$ cat src/rtl/quad_pkg.sv
// quad_pkg: quadrature state type, forward Gray sequence and transition decode
package quad_pkg;
    typedef enum logic [1:0] {Q00 = 2'b00, Q01 = 2'b01, Q10 = 2'b10, Q11 = 2'b11} quad_t;
    typedef struct packed {
        logic inc;
        logic dec;
        logic illegal;
    } quad_dec_t;
    localparam logic [7:0] FWD_SEQ = 8'b00_01_11_10;
    function automatic quad_t fwd_next(input quad_t q);
        quad_t n;
        n = Q00;
        for (int i = 0; i < 4; i++)
            if (FWD_SEQ[7-2*i -: 2] == q) n = quad_t'(FWD_SEQ[7-2*((i+1)%4) -: 2]);
        return n;
    endfunction
    function automatic quad_dec_t quad_decode(input quad_t prev, input quad_t cur);
        quad_dec_t d;
        d.inc = cur == fwd_next(prev);
        d.dec = prev == fwd_next(cur);
        d.illegal = (prev ^ cur) == 2'b11;
        return d;
    endfunction
endpackage

$ cat src/rtl/quad_filter.sv
// quad_filter: two-flop synchronizer plus tick-sampled majority-free glitch filter for one channel
module quad_filter #(
    parameter int FILT_LEN = 3
) (
    input  logic clk_sys,
    input  logic reset_n,
    input  logic tick,
    input  logic din,
    output logic filt,
    output logic valid
);
    logic [1:0] sync;
    logic [FILT_LEN-1:0] hist, nh;
    always_comb nh = {hist[FILT_LEN-2:0], sync[1]};
    // valid marks the first time the history agreed, so priming never sees an unsettled level
    always_ff @(posedge clk_sys) begin
        if (!reset_n) begin
            sync  <= '0;
            hist  <= '0;
            filt  <= 1'b0;
            valid <= 1'b0;
        end else begin
            sync <= {sync[0], din};
            if (tick) begin
                hist <= nh;
                if (&nh) begin
                    filt  <= 1'b1;
                    valid <= 1'b1;
                end else if (~|nh) begin
                    filt  <= 1'b0;
                    valid <= 1'b1;
                end
            end
        end
    end
endmodule

$ cat src/rtl/quad2steer.sv
// quad2steer: quadrature decoder with position count and held left/right steering levels.
// Define QUAD2STEER_SAT_EN to saturate count at 8'h00/8'hFF instead of wrapping.
module quad2steer
    import quad_pkg::*;
#(
    parameter int         CLKDIV   = 5500,
    parameter int         FILT_LEN = 3,
    parameter logic [7:0] CNT_INIT = 8'h80,
    parameter int         HOLD     = 16
) (
    input  logic       CLK,
    input  logic       Reset_n,
    input  logic       enc_a,
    input  logic       enc_b,
    input  logic       clr,
    output logic [7:0] count,
    output logic       step,
    output logic       dir,
    output logic       err,
    output logic       left,
    output logic       right
);
    localparam int DW = $clog2(CLKDIV);
    logic [DW-1:0] div;
    logic [7:0] hold, cnt_up, cnt_dn;
    logic tick, fa, fb, va, vb, primed, chg, inc, dec, ill;
    quad_t prev, cur;
    quad_dec_t d;

    quad_filter #(.FILT_LEN(FILT_LEN)) u_filt_a (
        .clk_sys(CLK), .reset_n(Reset_n), .tick(tick), .din(enc_a), .filt(fa), .valid(va)
    );
    quad_filter #(.FILT_LEN(FILT_LEN)) u_filt_b (
        .clk_sys(CLK), .reset_n(Reset_n), .tick(tick), .din(enc_b), .filt(fb), .valid(vb)
    );

    always_comb begin
        tick = div == DW'(CLKDIV - 1);
        cur  = quad_t'({fa, fb});
        d    = quad_decode(prev, cur);
        chg  = primed && cur != prev;
        inc  = chg && d.inc;
        dec  = chg && d.dec;
        ill  = chg && d.illegal;
`ifdef QUAD2STEER_SAT_EN
        cnt_up = (count == 8'hFF) ? count : count + 8'd1;
        cnt_dn = (count == 8'h00) ? count : count - 8'd1;
`else
        cnt_up = count + 8'd1;
        cnt_dn = count - 8'd1;
`endif
    end

    always_ff @(posedge CLK) begin
        if (!Reset_n) begin
            div    <= '0;
            prev   <= Q00;
            primed <= 1'b0;
            count  <= CNT_INIT;
            step   <= 1'b0;
            err    <= 1'b0;
            dir    <= 1'b0;
            left   <= 1'b0;
            right  <= 1'b0;
            hold   <= '0;
        end else begin
            div  <= tick ? '0 : div + 1'b1;
            step <= inc | dec;
            err  <= ill;
            // an illegal pair still becomes the new reference
            if (!primed && va && vb) begin
                prev   <= cur;
                primed <= 1'b1;
            end else if (chg) begin
                prev <= cur;
            end
            if (inc | dec) dir <= inc;
            count <= clr ? CNT_INIT : inc ? cnt_up : dec ? cnt_dn : count;
            if (inc) begin
                hold  <= 8'(HOLD);
                right <= 1'b1;
                left  <= 1'b0;
            end else if (dec) begin
                hold  <= 8'(HOLD);
                left  <= 1'b1;
                right <= 1'b0;
            end else if (tick && hold != 8'd0) begin
                hold <= hold - 8'd1;
                if (hold == 8'd1) begin
                    left  <= 1'b0;
                    right <= 1'b0;
                end
            end
        end
    end
endmodule

$ cat config.mk
export PLATFORM = sky130hd
export DESIGN_NAME = quad2steer
export DESIGN_NICKNAME = d
export VERILOG_FILES = /design/src/rtl/quad_pkg.sv /design/src/rtl/quad_filter.sv /design/src/rtl/quad2steer.sv
export SDC_FILE = /design/constraint.sdc
export NUM_CORES = 1
export LEC_CHECK = 0
export ABC_AREA = 1
export BUFFER_PORTS_ARGS = -buffer_cell sky130_fd_sc_hd__buf_2
export CORE_MARGIN = 1
export CORE_UTILIZATION = 45
export DETAILED_ROUTE_END_ITERATION = 8
export GPL_TIMING_DRIVEN = 0
export PLACE_DENSITY = 0.59
export SYNTH_ARGS = -nofsm -noshare
export SYNTH_HDL_FRONTEND = slang
export SYNTH_HIERARCHICAL = 1
export SYNTH_SLANG_ARGS = --single-unit
export TNS_END_PERCENT = 1
$ cat constraint.sdc
create_clock -name CLK -period 3.3 [get_ports CLK]
set_input_delay 0.66 -clock CLK [delete_from_list [all_inputs] [get_ports CLK]]
set_output_delay 0.66 -clock CLK [all_outputs]
set_load 0.02 [all_outputs]
; Word-level counts from Yosys, hierarchy flattened
; Cells that the tools add are included.
[word_totals]
register_bits = 49
input_bits = 5
out_inout_bits = 13
elab_cells = 97
[op_classes]
add_sub_neg = 4
n_eq_ne = 14
mux = 28
n_bitwise = 3
reduce_logical = 29
[ops]
columns = cell, count
row1 = 2-to-1 mux 2 bit, 8
row2 = 2-to-1 mux 8 bit, 2
row3 = subtractor 8 x 1 -> 8 bit (second input constant), 2
row4 = 2-to-1 mux 1 bit, 15
row5 = 2-to-1 mux 5 bit, 3
row6 = adder 13 x 1 -> 13 bit (second input constant), 1
row7 = equality test 13 bit (second input constant), 1
row8 = OR reduction 3 bit, 3
row9 = adder 8 x 1 -> 8 bit (second input constant), 1
row10 = equality test 2 bit (first input constant), 4
row11 = equality test 8 x 1 -> 1 bit (second input constant), 1
row12 = AND reduction 2 bit, 4
row13 = nonzero test 2 bit, 4
row14 = nonzero test 8 bit, 1
row15 = logical AND 1 bit, 7
row16 = AND reduction 3 bit, 2
row17 = nonzero test 3 bit, 2
row18 = OR reduction 2 bit, 3
row19 = equality test 1 x 2 -> 1 bit (first input constant), 2
row20 = equality test 2 bit, 2
row21 = logical NOT 2 bit, 2
row22 = != test 2 x 1 -> 1 bit (second input constant), 2
row23 = equality test 2 bit (second input constant), 1
row24 = != test 2 bit, 1
row25 = 4 further kinds, 4

; Logic depth before layout (Yosys ltp)
; Gate-level depths: netlist (run 1).
[logic_depth]
ltp_word = 9
mapped_depth = 15
mapped_depth_nobuf = 15

; Modules after synthesis
; Netlist (run 1), hierarchy kept.
[modules_own_cells]
columns = module, n_inst, cells_per_inst, area_each_um2, seq_area_each_um2
row1 = quad2steer, 1, 290, 2084.5, 740.7
row2 = quad_filter, 2, 27, 212.7, 120.1

; Least setup slack after synthesis (run 1)
; Ideal clock, no wire load.
[synth_path]
path_kind = register -> register
from = register u_filt_a.filt
to = register count[7]
setup_ps = 130
arrival_time_ps = 1999
slack_ps = 1171
stages_incl_launch_ff = 14
path_cell_list = dfxtp_1 > inv_2 > nand2_1 > nand2_2 > nor2_4 > nand3_4 > ha_1 > or2_2 > nand2_1 > nor2_1 > o21ai_0 > nand2_1 > nand2_1 > nand3_1
[synth_via]
elab_chain_cells = 8
elab_cells_between_ends = 16
cone_classes = 6 x eq/ne / 5 x mux / 5 x reduce/logical
[synth_lines]
columns = item, line_no
row1 = "start, declared", quad_filter.sv:9  ; output logic filt,
row2 = "start signal, assigned", quad_filter.sv:20  ; filt <= 1'b0;
row3 = "start signal, assigned", quad_filter.sv:27  ; filt <= 1'b1;
row4 = "start signal, assigned", quad_filter.sv:30  ; filt <= 1'b0;
row5 = logical NOT 2 bit, quad_pkg.sv:14  ; if (FWD_SEQ[7-2*i -: 2] == q) n = quad_t'(FWD_SEQ[7-2*((i+1)%4) -: 2]);
row6 = 2-to-1 mux 1 bit, quad_pkg.sv:14
row7 = 2-to-1 mux 2 bit (3 in series), quad_pkg.sv:14
row8 = equality test 2 bit, quad_pkg.sv:20  ; d.dec = prev == fwd_next(cur);
row9 = logical AND 1 bit, quad2steer.sv:43  ; dec = chg && d.dec;
row10 = nonzero test 2 bit (no line), n/a
row11 = "end signal, assigned", quad2steer.sv:78  ; count <= clr ? CNT_INIT : inc ? cnt_up : dec ? cnt_dn : count;
row12 = "end, declared", quad2steer.sv:16  ; output logic [7:0] count,
; Parallel ways exist; a longest one is shown, timed or not.
; A chain may end at the register's enable or synchronous reset.

; Final worst setup path (run 1)
; Ends and elaborated chain as after synthesis.

==> results of run 1 <==
[cells in the final DEF, fill, tap and decap left out, types with 2 or more instances in the layout]
| master | netlist | final |
|---|---|---|
| xor2_1 | 11 | 11 |
| o21bai_1 | 2 | 2 |
| ha_1 | 9 | 9 |
| xnor2_1 | 3 | 3 |
| a211oi_1 | 2 | 2 |
| buf_2 | 1 | 18 |
| nand4_1 | 7 | 7 |
| or2_2 | 3 | 3 |
| a21oi_1 | 26 | 26 |
| nor2_1 | 44 | 44 |
| nor2_2 | 7 | 7 |
| nor3_1 | 7 | 7 |
| nand3_1 | 13 | 13 |
| nor2_4 | 2 | 2 |
| inv_2 | 6 | 6 |
| a21oi_2 | 2 | 2 |
| nand3b_1 | 2 | 2 |
| nand2_4 | 2 | 2 |
| nand3_4 | 2 | 2 |
| inv_1 | 40 | 40 |
| nand2_1 | 77 | 77 |
| nand2_2 | 5 | 5 |
| o21ai_0 | 7 | 7 |
| dfxtp_1 | 49 | 49 |
| clkbuf_8 | 0 | 5 |
| o21ai_1 | 6 | 6 |
[metal layers]
layer	wire [um]	global-route usage [%]	up-vias
li1	-	-	1144
met1	2460	22.2	910
met2	2010	29.8	24
met3	114	3.21	8
met4	78	7.50	0
met5	0	0	-
[cell families after synthesis]
kind of cell               count (synthesis)
AOI/OAI and AO/OA                         48
xor gates and xnor gates                  14
adders and majority gates                 10
buffers and inverters                     48
DFF                                       49
and+or+nand+nor                          175
[worst max-delay path, delay by kind of cell (launching register included)]
family,cells,cell delay (ns)
flip-flops,1,0.41
buffers and inverters,1,0.09
AO/OA/AOI/OAI,1,0.23
adder cells (fa/ha/maj),1,0.39
AND/OR/NAND/NOR,10,1.13
[stage by stage]
step                util, %  setup slack, ns
floorplan                 -             1.17
detailed placement     51.2            0.892
global route           52.6            0.660
finish                 52.6            0.902
CTS                    52.6            0.877
global placement       51.2            0.903
[how the worst max path moves through the flow]
stage	cells past startpoint	endpoint	slack [ns]	startpoint
2_1_floorplan	13	count[7]$_SDFFE_PP1P_	1.17	u_filt_a/filt$_SDFFE_PN0P_
3_5_place_dp	13	count[7]$_SDFFE_PP1P_	0.89	u_filt_a/filt$_SDFFE_PN0P_
5_1_grt	13	count[7]$_SDFFE_PP1P_	0.66	u_filt_a/filt$_SDFFE_PN0P_
6_report	13	count[7]$_SDFFE_PP1P_	0.90	u_filt_a/filt$_SDFFE_PN0P_
4_1_cts	13	count[7]$_SDFFE_PP1P_	0.88	u_filt_a/filt$_SDFFE_PN0P_
3_3_place_gp	13	count[7]$_SDFFE_PP1P_	0.90	u_filt_a/filt$_SDFFE_PN0P_
[cell type report]
type	instances	share of cell area (%)
timing repair buffer	17	3.09
multi-input combinational	247	48.5
buffer	2	0.726
tap	70	3.18
clock inverter	1	0.182
clock buffer	5	2.50
inverter	46	6.26
sequential	49	35.6
[state kept, by name, summed over array words and instances, names as in the netlist, 2 cells and up]
name / flops
hold: 8
u_filt_a/hist: 2
div: 13
prev: 2
u_filt_b/sync: 2
u_filt_a/sync: 2
u_filt_b/hist: 2
count: 8
[report_power, final]
group / switching (mW) / internal (mW) / total (mW) / leakage [nW]
sequential: 0.00297 / 0.596 / 0.599 / 0.396
clock: 0.190 / 0.140 / 0.330 / 0.0399
combinational: 0.0166 / 0.00781 / 0.0244 / 0.777
==> summary.txt, run 1 <==
STA
  – Final hold vios: 0
  – # setup viols final: 0
  – Max Fclk: ~420 MHz
  – RSZ-0062 raised after global routing: no
  – Worst Tran Pin Value: 0.542 ns
  – TNS Setup: 0 ns
  – Worst Skew: ~0.0073 ns
  – Period utilisation layout: just over 70%
  – Max-slew violation count: 0
  – Final Critical Period: roughly 2.4 ns
  – Relative slew slack: a little under two thirds
  – Worst hold slack: roughly 0.42 ns

Synth
  – Synthesized area: ~0.0025 mm^2
  – Ys Warns: 6
  – Synth top cells by count: nand2_1, dfxtp_1, nor2_1
  – Syn_area_per_cell: between 7 and 8 um^2
  – Largest family of logic cells by synthesized area: simple AND/OR/NAND/NOR gates
  – Count leader, synth: nand2_1
  – Syn Nets: 359
  – Simple-Gate Fraction of Synth Area: about a third
  – Post-synthesis xor/xnor area fraction: ~4.9%
  – Synth Flop Type: dfxtp_1
  – Sequential area share after synthesis: about 39%
  – Ys async rst share: 0%
  – Mux cell area share after synthesis: 0%
  – Post-Synth Adder-Cell Area: 5.28%
  – Synth cell types: 34
  – Yosys top cell by area: dfxtp_1
  – Post-Synthesis Cells: ~340
  – Post-synth EDFFs: 0
  – Post-synthesis sequential element count: about 50
  – Yosys top cell area share: between 30 and 40%
  – Post-synthesis compound-gate area fraction: a little over a tenth
  – Top area cells in the synthesized netlist: dfxtp_1, nand2_1, nor2_1

Routing
  – WL final: 4670 um
  – TritonRoute pass-1 iters: 4
  – Routed Antenna Nets: 0
  – Drt via density: about 4.8
  – Vias: approximately 2100
  – Residual DRC count: 0
  – First DRT Iteration DRCs: around 70
  – Wire per inst: about 11 um

Cells and area
  – Layout area overhead: 9.82%
  – Post-route cell area: 0.00276 mm^2
  – Area of the multi-input gates: between 0.001 and 0.0015 mm^2
  – Post-layout net count: 383
  – Register Area: a little under 0.001 mm^2
  – Share of cells above drive strength 1: 15.0%
  – Antenna diodes: 0
  – FILL cells: 527
  – Finished Layout Cells: 437

Place
  – Buffers on Ports: 17
  – Dpl hpwl: between 3000 and 4000 um
  – Final Wtd Congestion: between 0.8 and 0.9
  – Placed cell area: between 0.002 and 0.003 mm^2
  – Dpl cells: approximately 430

Hold path
  – Hold crit path type: reg -> reg
  – Worst Hold Path EP: u_filt_b/sync[1]$_SDFF_PN0_
  – WHS Path Cells: 2
  – Worst hold start: u_filt_b/sync[0]$_SDFF_PN0_

Critical path
  – CP max stage cell: dfxtp_1
  – R2R depth: 13
  – Critical path type: reg -> reg
  – Critical Path Source Type: register
  – CP endpoint kind: register
  – Req. time, crit path: roughly 3.5 ns
  – Data arrival, critical path: approximately 2.6 ns
  – Critical path's most frequent cell: nand2_1
  – RR Startpoint: u_filt_a/filt$_SDFFE_PN0P_
  – R2r setup slk: 0.90 ns
  – R2R Path End: count[7]$_SDFFE_PP1P_
  – Cells along the critical path: inv_2 -> nand2_1 -> nand2_2 -> nor2_4 -> nand3_4 -> ha_1 -> or2_2 -> nand2_1 -> nor2_1 -> o21ai_0 -> nand2_1 -> nand2_1 -> nand3_1
  – CP max FO: 14
  – Max incr delay on CP: 0.41 ns

Clocking
  – CTS Hold Buffers Added: 0
  – Latest clock arrival within the worst-skew pair: roughly 0.30 ns
  – CTS sink count: just under 50
  – PostCTS Resize Cnt: 0
  – H-tree Lvls: 2
  – CTS root buf: clkbuf_8
  – Setup Buffers After CTS: 0
  – Clk buf depth: 2
  – TritonCTS Buffers: 5
  – CTS tree: built
  – Reg clk slew, reported paths: 0.09 ns

Outcome
  – Status: complete, no violations

Die
  – Die area: slightly below 0.006 mm^2
  – IO Pins: 18
  – Core area: 0.00524 mm^2
  – Die span in y: 76.7 um
  – # rows: 26
  – Die W: about 77 um
  – Initial core utilization: 47.9%

Global route
  – Vias in the first global route: between 1500 and 2000
  – Gr ovfl total: 0
  – First-pass GRT wire length: about 8400 um
  – Aggregate global-route resource usage: between 10% and 20%
  – Largest net degree at the start of global routing: 15
  – Initial antenna violation count: 0

Power
  – Power, Total: around 0.95 mW
  – Highest ir drop seen on vdd: between 150 and 200 uV
  – Leakage power: ~1.2 nW
  – Pwr dens: 346 mW/mm^2

Flow run
  – Number of max-cap violations: 0
(Power assumes the default switching activity.)
==> inputs of run 2 (changes only) <==
- ABC_AREA: 1 -> 0
- PLACE_DENSITY: 0.59 -> 0.62
- clock period: 3.3 -> 2.2 ns (I/O delays scaled with it)
==> summary.txt, run 2 <==
STA
  – Max Fclk: 443 MHz (+6.3%)
  – # setup viols final: 1 (+1)
  – Final setup margin: -0.0568 ns (-0.959 ns)
  – Period utilisation layout: 103% (+30 points)
  – Final Critical Period: 2.26 ns (-0.141 ns)
  – Max-slew violation count: 0 (unchanged)
  – TNS Setup: -0.0568 ns (-0.0568 ns)
  – Worst Skew: 0.00751 ns (+0.000213 ns)
  – Worst Tran Pin Value: 0.686 ns (+0.144 ns)
  – Final hold vios: 0 (unchanged)
  – RSZ-0062 raised after global routing: yes
  – Relative slew slack: 54.1% (-9.6 points)

Synth
  – Sequential area share after synthesis: 39.9% (+0.80 points)
  – Ys async rst share: 0% (unchanged)
  – Post-synth EDFFs: 0 (unchanged)
  – Top area cells in the synthesized netlist: dfxtp_1, ha_1, xor2_1
  – Synth top cells by count: dfxtp_1, nor2_1, a21oi_1
  – Yosys top cell by area: dfxtp_1
  – Count leader, synth: dfxtp_1
  – Post-synthesis sequential element count: 49 (unchanged)
  – Synth cell types: 49 (+44%)
  – Ys Warns: 6 (unchanged)
  – Yosys top cell area share: 39.9% (+0.80 points)
  – Syn Nets: 283 (-21%)
  – Synthesized area: 0.00246 mm^2 (-2.0%)
  – Synth Flop Type: dfxtp_1
  – Syn_area_per_cell: 9.18 um^2 (+26%)
  – Post-Synthesis Cells: 268 (-22%)

Die
  – IO Pins: 18 (unchanged)
  – Die area: 0.00577 mm^2 (-1.9%)
  – Core area: 0.00517 mm^2 (-1.2%)
  – Initial core utilization: 47.6% (-0.36 points)
  – Die span in y: 75.9 um (-0.98%)
  – Die W: 75.9 um (-0.98%)
  – # rows: 26 (unchanged)

Critical path
  – Req. time, crit path: 2.38 ns (-1.09 ns)
  – CP endpoint kind: register
  – Critical Path Source Type: register
  – Critical path type: reg -> reg
  – Data arrival, critical path: 2.44 ns (-0.13 ns)
  – R2r setup slk: -0.06 ns (-0.96 ns)
  – CP max FO: 5 (-9)

Clocking
  – H-tree Lvls: 2 (unchanged)
  – Latest clock arrival within the worst-skew pair: 0.30 ns (about the same)
  – Clk buf depth: 2 (unchanged)
  – CTS Hold Buffers Added: 0 (unchanged)
  – CTS tree: built
  – CTS sink count: 49 (unchanged)
  – TritonCTS Buffers: 5 (unchanged)
  – Reg clk slew, reported paths: 0.09 ns (about the same)
  – CTS root buf: clkbuf_8

Cells and area
  – Registers with the most flip-flops: div (13), count (8), hold (8)
  – Most frequent cells in the layout: dfxtp_1, nor2_1, buf_2
  – Fin util: 56.4% (+3.8 points)
  – Post-layout net count: 315 (-18%)
  – FILL cells: 455 (-14%)
  – Antenna diodes: 0 (unchanged)
  – Share of cells above drive strength 1: 19.9% (+4.9 points)
  – Finished Layout Cells: 371 (-15%)
  – Most common cell after layout, fill and taps aside: dfxtp_1
  – Post-route cell area: 0.00292 mm^2 (+5.8%)
  – Layout area overhead: 18.6%
  – Max FFs per register: 13 (unchanged)
  – Reg with most FFs: div

Outcome
  – Failing checks: negative setup slack
  – Status: complete, but fails checks

Global route
  – Initial antenna violation count: 0 (unchanged)
  – Vias in the first global route: 1860 (-2.5%)
  – First-pass GRT wire length: 8250 um (-1.7%)
  – Largest net degree at the start of global routing: 19 (+4)
  – Aggregate global-route resource usage: 17.3% (-0.41 points)
  – Gr ovfl total: 0 (unchanged)

Power
  – Pwr dens: 511 mW/mm^2 (+48%)
  – Power, Total: 1.49 mW (+56%)
  – Leakage power: 1.10 nW (-9.4%)
  – Highest ir drop seen on vdd: 389 uV (+98%)

Routing
  – Vias: 2016 (-3.4%)
  – Routed Antenna Nets: 0 (unchanged)
  – TritonRoute pass-1 iters: 4 (unchanged)
  – WL final: 4820 um (+3.2%)
  – Drt via density: 5.43 (+14%)
  – Wire per inst: 13.0 um (+22%)
  – First DRT Iteration DRCs: 112 (+62%)
  – Residual DRC count: 0 (unchanged)

Place
  – Dpl cells: 355 (-18%)
  – Buffers on Ports: 17 (unchanged)
  – Placed cell area: 0.00264 mm^2 (-1.6%)
  – Dpl hpwl: 3230 um (-7.6%)
  – Final Wtd Congestion: 0.799 (-5.3%)

Hold path
  – Hold crit path type: in -> reg

Flow run
  – Number of max-cap violations: 0 (unchanged)
## run 2: cell types whose count changed in the layout (fill, tap and decap cells not counted), sizes merged, moves of 8 or more
| cell | previous run | this run |
|---|---|---|
| buf | 19 | 28 |
| nand3 | 16 | 7 |
| a21oi | 28 | 16 |
| clkbuf | 5 | 13 |
| nand2 | 84 | 15 |
| inv | 46 | 6 |
| or3 | 0 | 8 |
| nor2 | 53 | 20 |
## run 2: area by class of cell
cell class	count	area, um^2	share of cell area [%]
clock inverters	2	13.8	0.472
clock buffers	6	82.6	2.83
plain buffers	10	43.8	1.50
multi-input cells	203	1520	52.2
inverters	6	22.5	0.772
well taps	70	87.6	3.00
flip-flops and latches	49	998	34.2
repair buffers	25	145	4.98
## run 2: path summary, 6_finish.rpt
path / start / to / cells after the start
worst max-delay path: u_filt_b/filt$_SDFFE_PN0P_ / count[6]$_SDFFE_PP0P_ / 8
worst min-delay path: enc_a / u_filt_a/sync[0]$_SDFF_PN0_ / 2
worst min register to register: div[0]$_SDFF_PP0_ / div[0]$_SDFF_PP0_ / 1
worst max register to register: u_filt_b/filt$_SDFFE_PN0P_ / count[6]$_SDFFE_PP0P_ / 8
## run 2: critical path, stage by stage, from the launching register on
cell      delay, ns
dfxtp_4        0.41
xor2_4         0.18
nand3_4        0.12
buf_4          0.16
ha_4           0.23
a211o_1        0.32
a211oi_2       0.27
nor4_1         0.08
or3b_1         0.36
## run 2: cell families (layout without fill, tap and decap cells)
family          after synthesis  in the layout  share of synthesized area, %
fa+ha+maj                    10             10                          5.39
simple gates                107            107                          26.0
xor+xnor                     20             20                          7.73
buf+inv                      16             49                          2.54
compound gates               60             60                          16.0
flops                        49             49                          39.9
mux                           6              6                          2.44
## run 2: repair_timing
item / 4_1_cts / 5_1_grt
setup buffers: 0 / 8
setup endpoints to repair: 14 / 11
pin swaps: 1 / 7
resized for setup: 15 / 14
## run 2: per-layer routing
metal	routed length, um	global-route usage [%]	up-vias	part of all wire (%)
li1	-	-	1054	-
met1	2430	21.8	937	50
met2	2220	29.7	20	46
met3	126	3.61	5	2.6
met4	49	5.19	0	1.0
met5	0	0	-	0
## run 2: per-stage QoR
step / setup slack, ns / hold WS (ns)
after floorplan: -0.299 / 0.412
after global placement: -0.824 / 0.415
after detailed placement: -0.827 / 0.420
after CTS: -0.168 / 0.324
after global routing: -0.153 / 0.336
final: -0.0568 / 0.338
## run 2: power breakdown
| group | internal (mW) | total (mW) | switching [mW] | leakage, nW |
|---|---|---|---|---|
| clock | 0.255 | 0.557 | 0.302 | 0.0512 |
| combinational | 0.0148 | 0.0368 | 0.0220 | 0.647 |
| sequential | 0.889 | 0.897 | 0.00733 | 0.400 |
==> inputs of run 3 (changes only) <==
- CTS_CLUSTER_DIAMETER: unset -> 40
- SYNTH_HIERARCHICAL: 1 -> unset
==> summary.txt, run 3 <==
Routing
  – Drt via density: 5.73 (+5.4%)
  – First DRT Iteration DRCs: 121 (+8.0%)
  – Vias: 2176 (+7.9%)
  – TritonRoute pass-1 iters: 4 (unchanged)
  – Wire per inst: 14.2 um (+9.1%)
  – Residual DRC count: 0 (unchanged)
  – Routed Antenna Nets: 0 (unchanged)
  – WL final: 5390 um (+12%)

Synth
  – Yosys top cell area share: 39.3% (-0.58 points)
  – Sequential area share after synthesis: 39.3% (-0.58 points)
  – Post-Synth Adder-Cell Area: 6.32% (+0.92 points)
  – Syn Nets: 294 (+3.9%)
  – Synth cell types: 52 (+6.1%)
  – Post-synthesis compound-gate area fraction: 18.9% (+2.9 points)
  – Ys async rst share: 0% (unchanged)
  – Ys Warns: 0 (-6)
  – Post-synth EDFFs: 0 (unchanged)
  – Top area cells in the synthesized netlist: dfxtp_1, ha_1, xnor2_1
  – Post-Synthesis Cells: 277 (+3.4%)
  – Synthesized area: 0.00250 mm^2 (+1.5%)
  – Synth Flop Type: dfxtp_1
  – Synth top cells by count: dfxtp_1, nor2_1, nand2_1
  – Mux cell area share after synthesis: 0.802% (-1.6 points)
  – Largest family of logic cells by synthesized area: simple AND/OR/NAND/NOR gates
  – Post-synthesis sequential element count: 49 (unchanged)
  – Yosys top cell by area: dfxtp_1
  – Post-synthesis xor/xnor area fraction: 7.02% (-0.71 points)
  – Simple-Gate Fraction of Synth Area: 24.5% (-1.6 points)
  – Count leader, synth: dfxtp_1
  – Syn_area_per_cell: 9.01 um^2 (-1.8%)

Global route
  – First-pass GRT wire length: 8940 um (+8.4%)
  – Largest net degree at the start of global routing: 17 (-2)
  – Aggregate global-route resource usage: 19.0% (+1.7 points)
  – Gr ovfl total: 0 (unchanged)
  – Vias in the first global route: 1936 (+4.1%)
  – Initial antenna violation count: 0 (unchanged)

Outcome
  – Failing checks: negative setup slack
  – Status: complete, but fails checks

STA
  – # setup viols final: 2 (+1)
  – Period utilisation layout: 106% (+3.4 points)
  – Max-slew violation count: 0 (unchanged)
  – Worst Tran Pin Value: 0.887 ns (+0.202 ns)
  – Final hold vios: 0 (unchanged)
  – TNS Setup: -0.234 ns (-0.177 ns)
  – Relative slew slack: 40.4% (-14 points)
  – Worst Skew: 0.00628 ns (-0.00122 ns)
  – Max Fclk: 429 MHz (-3.2%)
  – RSZ-0062 raised after global routing: yes
  – Worst hold slack: 0.333 ns (-0.00540 ns)
  – Final setup margin: -0.132 ns (-0.0748 ns)
  – Final Critical Period: 2.33 ns (+0.0748 ns)

Place
  – Dpl hpwl: 3680 um (+14%)
  – Place WS: -0.418 ns (+0.410 ns)
  – Final Wtd Congestion: 0.769 (-3.8%)
  – Buffers on Ports: 16 (-1)
  – Placed cell area: 0.00269 mm^2 (+2.0%)
  – Dpl cells: 363 (+2.3%)

Clocking
  – CTS sink count: 49 (unchanged)
  – Latest clock arrival within the worst-skew pair: 0.31 ns (about the same)
  – TritonCTS Buffers: 5 (unchanged)
  – CTS Hold Buffers Added: 0 (unchanged)
  – Reg clk slew, reported paths: 0.09 ns (about the same)
  – CTS tree: built
  – H-tree Lvls: 2 (unchanged)
  – Clk buf depth: 2 (unchanged)
  – CTS root buf: clkbuf_8

Critical path
  – Max incr delay on CP: 0.38 ns (-0.03 ns)
  – Worst Setup SP: prev[0]$_SDFFE_PN0P_
  – CP max stage cell: dfxtp_4
  – CP max FO: 5 (unchanged)
  – R2R depth: 9 (+1)
  – Critical path type: reg -> reg
  – Critical Path Source Type: register
  – RR Startpoint: prev[0]$_SDFFE_PN0P_
  – Req. time, crit path: 2.39 ns (about the same)
  – CP endpoint kind: register
  – Data arrival, critical path: 2.53 ns (+0.09 ns)
  – Cells along the critical path: xor2_4 -> nor3_4 -> inv_4 -> buf_12 -> ha_4 -> a211o_1 -> a211oi_2 -> nor4_2 -> or3b_1

Die
  – Initial core utilization: 47.7% (+0.10 points)
  – Die W: 76.5 um (+0.72%)
  – Die area: 0.00585 mm^2 (+1.4%)
  – Core area: 0.00524 mm^2 (+1.3%)
  – IO Pins: 18 (unchanged)
  – # rows: 26 (unchanged)
  – Die span in y: 76.5 um (+0.72%)

Cells and area
  – Post-layout net count: 326 (+3.5%)
  – Registers with the most flip-flops: div (13), count (8), hold (8)
  – Antenna diodes: 0 (unchanged)
  – Reg with most FFs: div
  – Max FFs per register: 13 (unchanged)
  – FILL cells: 485 (+6.6%)
  – Fin util: 57.9% (+1.5 points)
  – Layout area overhead: 21.4%
  – Most frequent cells in the layout: dfxtp_1, nor2_1, nand2_1, buf_2, a21oi_1
  – Post-route cell area: 0.00303 mm^2 (+3.9%)
  – Finished Layout Cells: 380 (+2.4%)
  – Most common cell after layout, fill and taps aside: dfxtp_1
  – Share of cells above drive strength 1: 22.3% (+2.3 points)

Hold path
  – Worst hold start: enc_b
  – Hold crit path type: in -> reg
  – WHS Path Cells: 2 (unchanged)

Power
  – Leakage power: 1.13 nW (+2.6%)
  – Highest ir drop seen on vdd: 373 uV (-4.2%)
  – Pwr dens: 501 mW/mm^2 (-2.0%)
  – Power, Total: 1.52 mW (+1.8%)

Flow run
  – Number of max-cap violations: 0 (unchanged)
## run 3: cell count changes after synthesis, sizes merged, moves of 3 or more
cell    change
mux2i       -4
xnor2       +5
xor2        -5
nand3       +5
nor4b       -5
nor2b       -3
a21boi      +5
and3        -3
nor2        +3
o21ai       -3
and4        -3
and2        -3
o21a        +4
## run 3: what timing repair did
item | in CTS | in global routing
endpoints found under the setup margin | 8 | 24
gates resized for setup | 18 | 14
endpoints found under the hold margin | 0 | 0
buffers inserted | 9 | 2
pin swaps | 6 | 7
## run 3: worst paths after layout
path	slack (ns)	end
hold reg to reg	0.44	u_filt_b.sync[1]$_SDFF_PN0_
hold / removal	0.33	u_filt_b.sync[0]$_SDFF_PN0_
setup reg to reg	-0.13	count[6]$_SDFFE_PP0P_
setup / recovery	-0.13	count[6]$_SDFFE_PP0P_
## run 3: layout make-up
cell class              count  area, um^2  share of cell area (%)
clock inverters             2        16.3                   0.537
well taps                  70        87.6                    2.89
flip-flops and latches     49         998                    32.9
plain buffers              10        56.3                    1.86
inverters                   7        28.8                   0.950
repair buffers             27         175                    5.78
clock buffers               6        82.6                    2.73
multi-input cells         209        1590                    52.3
## run 3: worst max-delay path, delay by kind of cell (launching register included)
family	cells	cell delay, ns
compound gates	2	0.59
flops	1	0.38
buf+inv	2	0.21
fa+ha+maj	1	0.23
xor+xnor	1	0.19
simple gates	3	0.62
## run 3: metal layers
metal	track usage (%)	up-vias	share of wire [%]
met1	26.3	1022	49
met4	7.12	0	1.7
met3	4.07	11	3.5
li1	-	1095	-
met5	0	-	0
met2	28.8	48	45
## run 3: cells by family (layout without fill, tap and decap cells)
family          Yosys count  after routing
simple gates            107            107
mux                       2              2
buf+inv                  19             52
compound gates           68             68
flops                    49             49
fa+ha+maj                12             12
xor+xnor                 20             20
## run 3: power by group
part           switching, mW  leakage (nW)  internal, mW
clock                  0.320        0.0478         0.259
sequential           0.00938         0.400         0.890
combinational         0.0231         0.680        0.0163
total                  0.353          1.13          1.17
